File: src/rtl/two_of_five_pkg.sv
// Shared definitions for the two-out-of-five word assembler: code patterns,
// error nibble, FSM state type and the pattern-to-digit decode function.
package two_of_five_pkg;

   localparam logic [4:0] CODE_0 = 5'b11000;
   localparam logic [4:0] CODE_1 = 5'b00011;
   localparam logic [4:0] CODE_2 = 5'b00101;
   localparam logic [4:0] CODE_3 = 5'b00110;
   localparam logic [4:0] CODE_4 = 5'b01001;
   localparam logic [4:0] CODE_5 = 5'b01010;
   localparam logic [4:0] CODE_6 = 5'b01100;
   localparam logic [4:0] CODE_7 = 5'b10001;
   localparam logic [4:0] CODE_8 = 5'b10010;
   localparam logic [4:0] CODE_9 = 5'b10100;

   localparam logic [3:0] ERR_NIBBLE = 4'hF;

   typedef enum logic {
      COLLECT = 1'b0,
      HOLD    = 1'b1
   } state_e;

   // Returns {valid, digit}; anything outside the ten legal patterns is invalid.
   function automatic logic [4:0] decode_digit(input logic [4:0] code);
      logic [4:0] res;
      res = {1'b0, ERR_NIBBLE};
      case (code)
         CODE_0:  res = {1'b1, 4'd0};
         CODE_1:  res = {1'b1, 4'd1};
         CODE_2:  res = {1'b1, 4'd2};
         CODE_3:  res = {1'b1, 4'd3};
         CODE_4:  res = {1'b1, 4'd4};
         CODE_5:  res = {1'b1, 4'd5};
         CODE_6:  res = {1'b1, 4'd6};
         CODE_7:  res = {1'b1, 4'd7};
         CODE_8:  res = {1'b1, 4'd8};
         CODE_9:  res = {1'b1, 4'd9};
         default: res = {1'b0, ERR_NIBBLE};
      endcase
      return res;
   endfunction

endpackage

File: src/rtl/two_of_five_digit_decode.sv
// Combinational code-word decode; the checker's DET verdict overrides a legal pattern.
module two_of_five_digit_decode
   import two_of_five_pkg::*;
(
   input  logic [4:0] code_i,
   input  logic       det_i,
   output logic       dig_ok_o,
   output logic [3:0] digit_o
);

   logic [4:0] dec_s;

   assign dec_s    = decode_digit(code_i);
   assign dig_ok_o = dec_s[4] & ~det_i;
   assign digit_o  = dig_ok_o ? dec_s[3:0] : ERR_NIBBLE;

endmodule

File: src/rtl/two_of_five_word_assembler.sv
// Packs DIGITS decoded two-out-of-five digits into one BCD word with a
// per-word error flag and a saturating invalid-word counter.
module two_of_five_word_assembler
   import two_of_five_pkg::*;
#(
   parameter int DIGITS = 4
) (
   input  logic                  clk_i,
   input  logic                  rst_n_i,
   input  logic                  in_valid_i,
   output logic                  in_ready_o,
   input  logic [4:0]            code_i,
   input  logic                  det_i,
   output logic                  out_valid_o,
   input  logic                  out_ready_i,
   output logic [4*DIGITS-1:0]   bcd_word_o,
   output logic                  out_err_o,
   input  logic                  clr_err_i,
   output logic [7:0]            err_count_o
);

   localparam logic [2:0] IDX_LAST = 3'(DIGITS - 1);

   state_e                state_q, state_d;
   logic [2:0]            idx_q, idx_d;
   logic [4*DIGITS-1:0]   word_q, word_d;
   logic                  err_q, err_d;
   logic [7:0]            cnt_q, cnt_d;
   logic                  live_q;

   logic                  dig_ok_s;
   logic [3:0]            digit_s;
   logic                  accept_s;
   logic                  inv_s;
   logic [4*DIGITS+3:0]   word_ext_s;

   two_of_five_digit_decode u_decode (
      .code_i   (code_i),
      .det_i    (det_i),
      .dig_ok_o (dig_ok_s),
      .digit_o  (digit_s)
   );

   // live_q keeps IN_READY low until the first edge after reset release.
   assign in_ready_o  = live_q & (state_q == COLLECT);
   assign out_valid_o = (state_q == HOLD);
   assign bcd_word_o  = word_q;
   assign out_err_o   = err_q;
   assign err_count_o = cnt_q;

   assign accept_s   = in_valid_i & in_ready_o;
   assign inv_s      = accept_s & ~dig_ok_s;
   assign word_ext_s = {word_q, digit_s};

   // Next-state logic for the collect/hold FSM, shift register and counter.
   always_comb begin
      state_d = state_q;
      idx_d   = idx_q;
      word_d  = word_q;
      err_d   = err_q;
      cnt_d   = cnt_q;

      case (state_q)
         COLLECT: begin
            if (accept_s) begin
               word_d = word_ext_s[4*DIGITS-1:0];
               err_d  = err_q | ~dig_ok_s;
               if (idx_q == IDX_LAST) begin
                  state_d = HOLD;
               end else begin
                  idx_d = idx_q + 3'd1;
               end
            end else begin
               state_d = COLLECT;
            end
         end
         HOLD: begin
            if (out_ready_i) begin
               state_d = COLLECT;
               idx_d   = 3'd0;
               err_d   = 1'b0;
            end else begin
               state_d = HOLD;
            end
         end
         default: begin
            state_d = COLLECT;
            idx_d   = 3'd0;
            err_d   = 1'b0;
         end
      endcase

      // A clear that coincides with an invalid accept still counts that word.
      if (clr_err_i) begin
         cnt_d = inv_s ? 8'd1 : 8'd0;
      end else if (inv_s && (cnt_q != 8'hFF)) begin
         cnt_d = cnt_q + 8'd1;
      end else begin
         cnt_d = cnt_q;
      end
   end

   // State and datapath registers.
   always_ff @(posedge clk_i or negedge rst_n_i) begin
      if (!rst_n_i) begin
         state_q <= COLLECT;
         idx_q   <= 3'd0;
         word_q  <= '0;
         err_q   <= 1'b0;
         cnt_q   <= 8'd0;
         live_q  <= 1'b0;
      end else begin
         state_q <= state_d;
         idx_q   <= idx_d;
         word_q  <= word_d;
         err_q   <= err_d;
         cnt_q   <= cnt_d;
         live_q  <= 1'b1;
      end
   end

endmodule

File: config.mk
export PLATFORM = sky130hd
export DESIGN_NAME = two_of_five_word_assembler
export DESIGN_NICKNAME = d
export VERILOG_FILES = /design/src/rtl/two_of_five_pkg.sv /design/src/rtl/two_of_five_digit_decode.sv /design/src/rtl/two_of_five_word_assembler.sv
export SDC_FILE = /design/constraint.sdc
export NUM_CORES = 1
export LEC_CHECK = 0
export CAP_MARGIN = 30
export CORE_MARGIN = 2
export CORE_UTILIZATION = 50
export DETAILED_ROUTE_END_ITERATION = 6
export PLACE_DENSITY = 0.84
export RECOVER_POWER = 100
export SYNTH_ARGS = -nofsm -noshare
export SYNTH_HDL_FRONTEND = slang
export SYNTH_HIERARCHICAL = 1
export SYNTH_SLANG_ARGS = --single-unit
File: constraint.sdc
create_clock -name clk_i -period 3.15 [get_ports clk_i]
set_clock_uncertainty 0.1 [all_clocks]
set_input_delay 0.63 -clock clk_i [delete_from_list [all_inputs] [get_ports clk_i]]
set_output_delay 0.63 -clock clk_i [all_outputs]
set_load 0.01 [all_outputs]
# [Word level (Yosys, flattened, before mapping)]
# Memory sizes are Yosys's and may differ from the RTL's.
# Cells that the tools add are included.
[classes] add_sub_neg=2 eq_ne=5 n_mux=15 bitwise=8 n_reduce_logical=5
[ops] operator="2-to-1 mux 8 bit" count=2
[ops] operator="2-to-1 mux 3 bit" count=3
[ops] operator="adder 8 x 1 -> 8 bit (second input constant)" count=1
[ops] operator="!= test 8 bit (second input constant)" count=1
[ops] operator="2-to-1 mux 1 bit" count=6
[ops] operator="!= test 2 bit (second input constant)" count=3
[ops] operator="one-hot mux 3 bit (2 select lines)" count=1
[ops] operator="AND 1 bit" count=4
[ops] operator="2-to-1 mux 4 bit" count=1
[ops] operator="one-hot mux 1 bit (2 select lines)" count=2
[ops] operator="AND reduction 2 bit" count=2
[ops] operator="adder 3 x 1 -> 3 bit (second input constant)" count=1
[ops] operator="equality test 3 x 2 -> 1 bit (second input constant)" count=1
[ops] operator="NOT 1 bit" count=3
[ops] operator="AND reduction 3 bit" count=1
[ops] operator="nonzero test 2 bit" count=1
[ops] operator="logical AND 1 bit" count=1
[ops] operator="OR 1 bit" count=1
[word_totals] regBits=30 romBits=160 input_bits=11 output_inout_bits=27 n_memories=1
[mem_list] name="(name not given)" words=32 width=5 rd=1 rd_ports_with_merged_regs=0 write_ports=0 line_no="two_of_five_pkg.sv:27" text="case (code)"

# [Longest topological paths before layout]
# Gate-level depths: netlist (run 1).
[logic_depth] depth_word=7 depth_mapped=9

# [By module]
# The synthesis (run 1) kept the hierarchy.
[by_module_without_submodules] module="two_of_five_word_assembler" instances=1 cells_per_inst=102 area_per_inst_um2=1307.5
[by_module_without_submodules] module="two_of_five_digit_decode" instances=1 cells_per_inst=35 area_per_inst_um2=271.5

# [Worst setup path before layout (run 1)]
# Ideal clock, no wire load.
[synth_path] path_kind="input to register" from="in code_i[0]" to="reg cnt_q[5], in the netlist err_count_o[5]" setup_time_ns=0.077 t_arrival_ns=2.585 slack_ns=0.388 path_stages=9 path_buffers=0 cell_sequence="inv_1 > ha_1 > mux2i_1 > a22oi_1 > and2_1 > and4bb_4 > nand4_4 > or4_1 > a21oi_1"
[synth_via] elab_chain_len=6
[synth_lines] element="from (decl)" line_no="two_of_five_word_assembler.sv:12" text="input logic [4:0] code_i,"
[synth_lines] element="memory read (32 x 5 bit)"
[synth_lines] element="AND 1 bit" line_no="two_of_five_digit_decode.sv:14" text="assign dig_ok_o = dec_s[4] & ~det_i;"
[synth_lines] element="via dig_ok_s" line_no="two_of_five_word_assembler.sv:31" text="logic dig_ok_s;"
[synth_lines] element="NOT 1 bit" line_no="two_of_five_word_assembler.sv:52" text="assign inv_s = accept_s & ~dig_ok_s;"
[synth_lines] element="AND 1 bit" line_no="two_of_five_word_assembler.sv:52"
[synth_lines] element="logical AND 1 bit" line_no="two_of_five_word_assembler.sv:96" text="end else if (inv_s && (cnt_q != 8'hFF)) begin"
[synth_lines] element="nonzero test 2 bit (no line)"
[synth_lines] element="to (signal assigned)" line_no="two_of_five_word_assembler.sv:117" text="cnt_q <= cnt_d;"
[synth_lines] element="to (decl)" line_no="two_of_five_word_assembler.sv:28" text="logic [7:0] cnt_q, cnt_d;"
# The timed path passes the listed nets, and every way through them passes these cells.
# A chain may end at the register's enable or synchronous reset.

# [Final worst setup path (run 1)]
# Same ends and word-level chain as after synthesis.

==> results of run 1 <==
-- registers in the layout, indices dropped and copies added (netlist names) --
| signal | count |
|---|---|
| bcd_word_o | 16 |
| err_count_o | 8 |
| idx_q | 3 |
| live_q | 1 |
| out_err_o | 1 |
| out_valid_o | 1 |
-- through the flow --
stage	worst slack, ns	instances	instance area (um^2)
6_report	0.120	234	2110
2_1_floorplan	0.388	137	1580
5_1_grt	0.0105	234	2110
4_1_cts	0.155	234	2130
3_5_place_dp	-0.199	227	2080
3_3_place_gp	-0.0648	227	2080
-- worst max path at each step --
stage	startpoint	endpoint	cells after the start	slack [ns]
after floorplan	code_i[0]	err_count_o[5]$_DFFE_PN0P_	9	0.39
after global placement	code_i[0]	err_count_o[5]$_DFFE_PN0P_	10	-0.06
after detailed placement	code_i[1]	err_count_o[5]$_DFFE_PN0P_	10	-0.20
after CTS	code_i[1]	err_count_o[5]$_DFFE_PN0P_	10	0.16
after global routing	code_i[1]	err_count_o[5]$_DFFE_PN0P_	10	0.01
final	code_i[0]	err_count_o[5]$_DFFE_PN0P_	10	0.12
-- cells in the mapped netlist --
cell,count
o311a_2,1
o21a_1,1
mux2i_1,6
a221o_1,1
clkbuf_2,1
nand4_1,3
mux2_2,16
nand3b_1,1
o221ai_1,2
o211ai_1,3
buf_6,1
xor2_1,1
nor4_1,1
mux2_4,1
nand2b_1,1
clkbuf_1,2
conb_1,1
or4_1,1
a32o_1,1
inv_1,8
nor2b_1,3
o211a_1,1
and2_1,3
ha_1,7
nor3_1,1
and2b_2,1
a221oi_2,1
o2111ai_1,1
buf_2,1
nand2_1,6
and4bb_4,1
o31ai_1,3
nor2_1,8
a22oi_1,1
dfrtp_1,30
a21oi_1,3
or3_2,1
nand3_1,3
nand4_4,1
o22ai_1,1
o21ai_0,6
a21bo_2,1
-- power groups by stage --
stage               Clock, mW  Sequential (mW)  Combinational [mW]
floorplan                   0            0.565               0.158
global placement            0            0.533               0.384
detailed placement          0            0.542               0.404
CTS                     0.213            0.533               0.405
global route            0.232            0.542               0.407
finish                  0.210            0.529               0.370
-- logic make-up (layout without fill, tap and decap cells) --
family,count (synthesis),in the layout
multiplexers,23,23
adder cells (fa/ha/maj),7,7
flip-flops,30,30
AND/OR/NAND/NOR,35,35
other,1,1
AO/OA/AOI/OAI,27,27
XOR/XNOR,1,1
buffers and inverters,13,66
-- area by class of cell --
cell class	count	area share, %
multi-input combinational	94	36.2
sequential	30	35.6
timing repair buffer	51	22.0
tap	44	2.61
clock buffer	5	1.78
inverter	8	1.42
clock inverter	2	0.474
-- per-layer routing --
| layer | share of wire (%) | vias up |
|---|---|---|
| met5 | 0 | - |
| met4 | 1.9 | 0 |
| met3 | 5.2 | 7 |
| met2 | 50 | 46 |
| met1 | 42 | 611 |
| li1 | - | 612 |
==> metrics.txt, run 1 <==
status finished, violations left; violated checks max-capacitance violations, max-slew violations; CTS clock-pin slew for the worst setup and hold paths 0.10 ns; CTS Hold Bufs 0; Worst path slowest cell or4_1; Register-to-Register Path Depth 3; final WL 3270 um; Hold Crit Depth 1; width of the die 60.2 um; Worst R2R End bcd_word_o[12]$_DFFE_PN0P_; post-route clock period utilization 96.2%; vias per std cell 5.45; most common cell after layout, fill and taps aside dfrtp_1; post-synthesis compound-gate area fraction 12.9%; CP Class in -> reg; post-synthesis sequential area ratio 47.5%; maxcap violations 1; most frequent cells in the layout dfrtp_1, dlygate4sd3_1, mux2_2; critical-path cell list clkdlybuf4s50_1 -> inv_1 -> ha_1 -> mux2i_1 -> a22oi_1 -> and2_1 -> and4bb_4 -> nand4_4 -> or4_1 -> a21oi_1; Yosys top cell by area dfrtp_1; starting DRC count in detailed routing 42; Placer Congestion 0.854; main combinational cell family by area after synthesis multiplexers; H-tree Lvls 2; I/O pin cnt 38; setup-violating endpoint count in the final report 0; Worst Min Path Start out_err_o$_DFFE_PN0P_; # resized after CTS 0; final hold slack 0.389 ns; final routed DRC violation total 0; multi-input logic area 763 um^2; mux contribution to synthesized area 16.2%; first-pass GRT wire length 5380 um; Yosys reg bits 30; Post-Synth Adder-Cell Area 5.55%; CP Data Required Time 3.30 ns; CTS Buffer Depth 2; Cell Area, Synth 0.00158 mm^2; Post-Synth Simple-Gate Area 13.3%; post-synthesis net count 155; global routing's busiest layer met2; xor and xnor area share after synthesis 0.555%; RR Startpoint out_valid_o$_DFF_PN0_; CP Capture Type register; CTS buffer count 5; wire per inst 14.0 um; Bufs and invs on worst path 2; clk_lat worst skew 0.32 ns; Arrival @ worst endpoint 3.18 ns; DR pass1 iterations 4; Detailed Place HPWL 2540 um; Ys Warns 6; register area 751 um^2; share of cells above drive strength 1 21.6%; CTS root buffer clkbuf_4; Die ar. 0.00362 mm^2; Via Count 1,276; CTS tree built; Comb pwr share 33.4%; Critical Path Start Type primary input; hold endpoint out_err_o$_DFFE_PN0P_; Initial Util 52.1%; Final Hold Viols 0; Seq pwr share 47.7%; site row count 20; crit-path max FO 3; largest stage delay on the critical path 0.51 ns; Leak Pwr 0.859 nW; mean post-synth cell area 11.5 um^2; Internal 0.766 mW; Hold Crit Class reg -> reg; flop2flop setup slack 1.11 ns; Post-CTS Setup Repair Bufs 0; Worst-Margin Slew 1.56 ns; gr usage total 20.2%; Tmin final 3.03 ns; met3 Usage GRT 4.55%; end-of-flow core utilization 69.7%; Area growth syn-to-layout 33.7%; Power, Total 1.11 mW; # clock sinks 30; antenna-violating nets left 0; # port buffers 37; Fmax 330 MHz; Synth area leaders dfrtp_1, mux2_2, ha_1; VDD IR max 0.000218 V; Syn Inst Count 137; family with the most delay on the worst path simple AND/OR/NAND/NOR gates; NetSw 0.344 mW; largest net degree at the start of global routing 31; RSZ-0062 raised after global routing no; Antenna diodes 0; routing usage on met2 35.7%; Synth top area share 47.5%; total grt overflow 0; Filler cells 219; vias in the first global route 1,313; Total Nets Final 208; met1 Usage GRT 23.0%; total core area 0.00303 mm^2; Die Span Y 60.2 um; Slew headroom -3.75%; Switching Share 31.0%; initial antenna violation count 0; Clk network pwr share 18.9%; setup TNS 0 ns; post-synth cell types 42; Cell Pwr Density 526 mW/mm^2; Slew Limit Fails 31
Power figures use the tool's default switching activity.
==> run 2, diff against run 1 <==
--- a/config.mk
+++ b/config.mk
@@ -6,10 +6,12 @@
 export NUM_CORES = 1
 export LEC_CHECK = 0
 export CAP_MARGIN = 30
+export CELL_PAD_IN_SITES_DETAIL_PLACEMENT = 0
+export CELL_PAD_IN_SITES_GLOBAL_PLACEMENT = 1
 export CORE_MARGIN = 2
-export CORE_UTILIZATION = 50
+export CORE_UTILIZATION = 41
 export DETAILED_ROUTE_END_ITERATION = 6
-export PLACE_DENSITY = 0.84
+export PLACE_DENSITY = 0.88
 export RECOVER_POWER = 100
 export SYNTH_ARGS = -nofsm -noshare
 export SYNTH_HDL_FRONTEND = slang
==> metrics.txt, run 2 (same netlist as run 1, synthesis figures left out) <==
most common cell after layout, fill and taps aside dfrtp_1; Filler cells 329; CP Class in -> reg; Seq pwr share 41.2%; Antenna diodes 0; DR pass1 iterations 4; VDD IR max 0.000297 V; Post-Layout Cell Count 240; flop2flop setup slack 1.12 ns; Placed Instance Area 0.00210 mm^2; # port buffers 37; Placer Congestion 0.800; clk_lat worst skew 0.28 ns; width of the die 66.1 um; violated checks max-capacitance violations, max-slew violations; Die Span Y 66.1 um; Cell Pwr Density 580 mW/mm^2; status finished, violations left; vias per std cell 5.25; Switching Share 26.8%; crit-path max FO 4; Slew headroom -4.12%; largest net degree at the start of global routing 31; Tmin final 3.02 ns; # clock sinks 30; initial antenna violation count 0; antenna-violating nets left 0; total grt overflow 0; multi-input logic area 779 um^2; setup-violating endpoint count in the final report 0; Final WS setup 0.131 ns; Arrival @ worst endpoint 3.12 ns; final hold slack 0.382 ns; most frequent cells in the layout dfrtp_1, dlygate4sd3_1, mux2_2; Leak Pwr 0.895 nW; Total Nets Final 210; vias in the first global route 1,256; hold endpoint out_err_o$_DFFE_PN0P_; RSZ-0062 raised after global routing no; pre-CTS WS -0.218 ns; Via Count 1,260; starting DRC count in detailed routing 68; CP Capture Type register; post-route clock period utilization 95.8%; NetSw 0.343 mW; Internal 0.940 mW; Hold Crit Depth 1; Worst-Margin Slew 1.56 ns; CTS tree built; first-pass GRT wire length 5420 um; Area growth syn-to-layout 40.2%; maxcap violations 1; Critical Path Start Type primary input; register area 751 um^2; Die ar. 0.00436 mm^2; Fmax 331 MHz; site row count 22; Final Hold Viols 0; Post-CTS Setup Repair Bufs 0; CTS root buffer clkbuf_8; Initial Util 42.8%; CP Data Required Time 3.25 ns; I/O pin cnt 38; CTS buffer count 5; Largest register FFs 16; Comb pwr share 28.6%; Slew Limit Fails 31; Clk network pwr share 30.2%; total core area 0.00369 mm^2; final routed DRC violation total 0; Detailed Place HPWL 2460 um; H-tree Lvls 2; design area 0.00221 mm^2; wire per inst 13.4 um; share of cells above drive strength 1 24.0%; RR Startpoint out_valid_o$_DFF_PN0_; gr usage total 16.5%; Hold Crit Class reg -> reg; Worst R2R End bcd_word_o[8]$_DFFE_PN0P_; CTS Buffer Depth 2; final WL 3220 um; Register-to-Register Path Depth 3; Worst Min Path Start out_err_o$_DFFE_PN0P_; CTS clock-pin slew for the worst setup and hold paths 0.06 ns; dpl cells 233
[run 2: power by group through the flow]
stage / Sequential (mW) / Clock, mW / Combinational [mW]
2_1_floorplan: 0.565 / 0 / 0.158
3_3_place_gp: 0.533 / 0 / 0.388
3_5_place_dp: 0.541 / 0 / 0.399
4_1_cts: 0.534 / 0.400 / 0.400
5_1_grt: 0.544 / 0.416 / 0.399
6_report: 0.529 / 0.388 / 0.367
[run 2: worst max path at each step]
stage	start	endpoint	slack [ns]	cells past startpoint
2_1_floorplan	code_i[0]	err_count_o[5]$_DFFE_PN0P_	0.39	9
3_3_place_gp	code_i[0]	err_count_o[5]$_DFFE_PN0P_	-0.10	10
3_5_place_dp	code_i[0]	err_count_o[5]$_DFFE_PN0P_	-0.22	10
4_1_cts	code_i[0]	err_count_o[5]$_DFFE_PN0P_	0.07	10
5_1_grt	code_i[0]	err_count_o[5]$_DFFE_PN0P_	0.01	10
6_report	code_i[0]	err_count_o[5]$_DFFE_PN0P_	0.13	10
[run 2: critical path, stage by stage]
cell and delay [ns]:
clkdlybuf4s50_1 0.48, inv_1 0.08, ha_4 0.26, mux2i_1 0.18, a22oi_1 0.13, and2_1 0.18, and4bb_4 0.35, nand4_4 0.12
or4_1 0.55, a21oi_1 0.16
[run 2: stage by stage]
| step | power (mW) | TNS, ns | util [%] |
|---|---|---|---|
| global route | 1.36 | 0 | 60.0 |
| detailed placement | 0.940 | -0.429 | 57.0 |
| global placement | 0.921 | -0.176 | 57.0 |
| finish | 1.28 | 0 | 60.0 |
| floorplan | 0.723 | 0 | - |
| CTS | 1.33 | 0 | 60.0 |
[run 2: layout make-up]
cell class / instances / area share (%)
Sequential cell: 30 / 33.9
Timing Repair Buffer: 53 / 21.7
Multi-Input combinational cell: 94 / 35.2
Clock buffer: 6 / 3.73
Inverter: 8 / 1.36
Tap cell: 48 / 2.71
Clock inverter: 1 / 1.36
[run 2: what timing repair did]
item                                    CTS  global route
gates resized for setup                   0             2
endpoints found under the setup margin    0             1
hold buffers                              0             0
[run 2: per-layer routing]
layer,GRT usage [%],vias to the layer above,share of wire (%)
li1,-,610,-
met3,4.60,4,4.3
met2,28.0,36,50
met4,6.89,0,1.6
met5,0,-,0
met1,19.4,610,44
==> run 3, diff against run 2 <==
--- a/config.mk
+++ b/config.mk
@@ -9,9 +9,9 @@
 export CELL_PAD_IN_SITES_DETAIL_PLACEMENT = 0
 export CELL_PAD_IN_SITES_GLOBAL_PLACEMENT = 1
 export CORE_MARGIN = 2
-export CORE_UTILIZATION = 41
+export CORE_UTILIZATION = 30
 export DETAILED_ROUTE_END_ITERATION = 6
-export PLACE_DENSITY = 0.88
+export PLACE_DENSITY = 0.68
 export RECOVER_POWER = 100
 export SYNTH_ARGS = -nofsm -noshare
 export SYNTH_HDL_FRONTEND = slang
==> metrics.txt, run 3 (same netlist as run 1, synthesis figures left out) <==
crit-path max FO 5; Fmax 330 MHz; Placer Congestion 0.777; first-pass GRT wire length 5760 um; met3 Usage GRT 3.08%; end-of-flow core utilization 43.8%; Worst Min Path Start out_err_o$_DFFE_PN0P_; Final WS setup 0.118 ns; global routing's busiest layer met2; pre-CTS WS -0.269 ns; vias in the first global route 1,197; gr usage total 12.2%; VDD IR max 0.000250 V; total grt overflow 0; Slew Limit Fails 31; Tmin final 3.03 ns; H-tree Lvls 2; wire per inst 12.9 um; Register-to-Register Path Depth 3; Via Count 1,260; I/O pin cnt 38; Worst-Margin Slew 1.62 ns; Die ar. 0.00586 mm^2; Power, Total 1.29 mW; # port buffers 37; Detailed Place HPWL 2520 um; Die Span Y 76.6 um; most frequent cells in the layout dfrtp_1, dlygate4sd3_1, mux2_2; setup TNS 0 ns; multi-input logic area 797 um^2; final WL 3350 um; vias per std cell 4.86; flop2flop setup slack 1.11 ns; initial antenna violation count 0; Total Nets Final 207; clk_lat worst skew 0.28 ns; Filler cells 506; largest net degree at the start of global routing 31; Leak Pwr 0.880 nW; Largest register FFs 16; CP Data Required Time 3.24 ns; critical-path cell list clkdlybuf4s50_1 -> inv_1 -> ha_4 -> mux2i_2 -> a22oi_1 -> and2_1 -> and4bb_4 -> nand4_4 -> or4_4 -> a21oi_2; Hold Crit Depth 1; CTS clock-pin slew for the worst setup and hold paths 0.06 ns; routing usage on met2 19.7%; starting DRC count in detailed routing 73; Cell Pwr Density 577 mW/mm^2; Worst R2R End bcd_word_o[4]$_DFFE_PN0P_; CTS Buffer Depth 2; antenna-violating nets left 0; Hold Crit Class reg -> reg; post-route clock period utilization 96.3%; site row count 26; Post-CTS Setup Repair Bufs 0; met1 Usage GRT 15.0%; Antenna diodes 0; Slew headroom -8.04%; Worst path slowest cell or4_4; family with the most delay on the worst path simple AND/OR/NAND/NOR gates; Critical Path Start Type primary input; total core area 0.00511 mm^2; CP Class in -> reg; final routed DRC violation total 0; setup-violating endpoint count in the final report 0; width of the die 76.6 um; violated checks max-capacitance violations, max-slew violations; register area 751 um^2; hold endpoint out_err_o$_DFFE_PN0P_; CTS root buffer clkbuf_8; most common cell after layout, fill and taps aside dfrtp_1; CP Capture Type register; DR pass1 iterations 4; RR Startpoint out_valid_o$_DFF_PN0_; Bufs and invs on worst path 2; Arrival @ worst endpoint 3.13 ns; Final Hold Viols 0; # clock sinks 30; maxcap violations 1; Area growth syn-to-layout 41.5%; share of cells above drive strength 1 24.3%; CTS tree built; largest stage delay on the critical path 0.54 ns; Initial Util 30.9%; status finished, violations left; CTS buffer count 5
[run 3: cell types whose count changed in the layout (fill, tap and decap cells not counted), sizes merged]
cell,before,now
clkbuf,10,9
buf,12,10
[run 3: how the worst max path moves through the flow]
| stage | startpoint | slack (ns) | cells past startpoint | endpoint |
|---|---|---|---|---|
| after floorplan | code_i[0] | 0.39 | 9 | err_count_o[5]$_DFFE_PN0P_ |
| after global placement | code_i[0] | -0.12 | 10 | err_count_o[5]$_DFFE_PN0P_ |
| after detailed placement | code_i[0] | -0.27 | 10 | err_count_o[5]$_DFFE_PN0P_ |
| after CTS | code_i[0] | 0.02 | 10 | err_count_o[5]$_DFFE_PN0P_ |
| after global routing | code_i[0] | -0.005 | 10 | err_count_o[5]$_DFFE_PN0P_ |
| final | code_i[0] | 0.12 | 10 | err_count_o[5]$_DFFE_PN0P_ |
[run 3: timing repair]
item | 4_1_cts | 5_1_grt
endpoints found under the setup margin | 0 | 2
hold buffers | 0 | 0
hold endpoints to repair | 0 | 0
resized for setup | 0 | 5
[run 3: worst register-to-register path, cell delays in order (launching register included)]
cell      delay [ns]
dfrtp_1         0.41
nand3b_1        0.15
clkbuf_1        0.82
mux2_2          0.43
[run 3: cell type report]
cell class	count	area share, %
Tap cell	70	3.92
Clock inverter	1	1.34
Multi-Input combinational cell	94	35.7
Inverter	8	1.34
Sequential cell	30	33.6
Clock buffer	6	3.70
Timing Repair Buffer	50	20.4
[run 3: metrics by stage]
step,cells,area (um^2),hold WS (ns)
after floorplan,137,1580,0.234
after global placement,252,2110,0.371
after detailed placement,252,2110,0.383
after CTS,259,2220,0.398
after global routing,259,2230,0.424
final,259,2230,0.388
[run 3: report_power, final]
part / switching [mW] / internal [mW]
clock: 0.137 / 0.253
sequential: 0.0573 / 0.474
combinational: 0.156 / 0.213
total: 0.351 / 0.939
[run 3: metal layers]
layer | routed length [um] | vias to the layer above | part of all wire (%)
li1 | - | 604 | -
met1 | 1480 | 619 | 44
met2 | 1640 | 31 | 49
met3 | 174 | 6 | 5.2
met4 | 49 | 0 | 1.5
met5 | 0 | - | 0
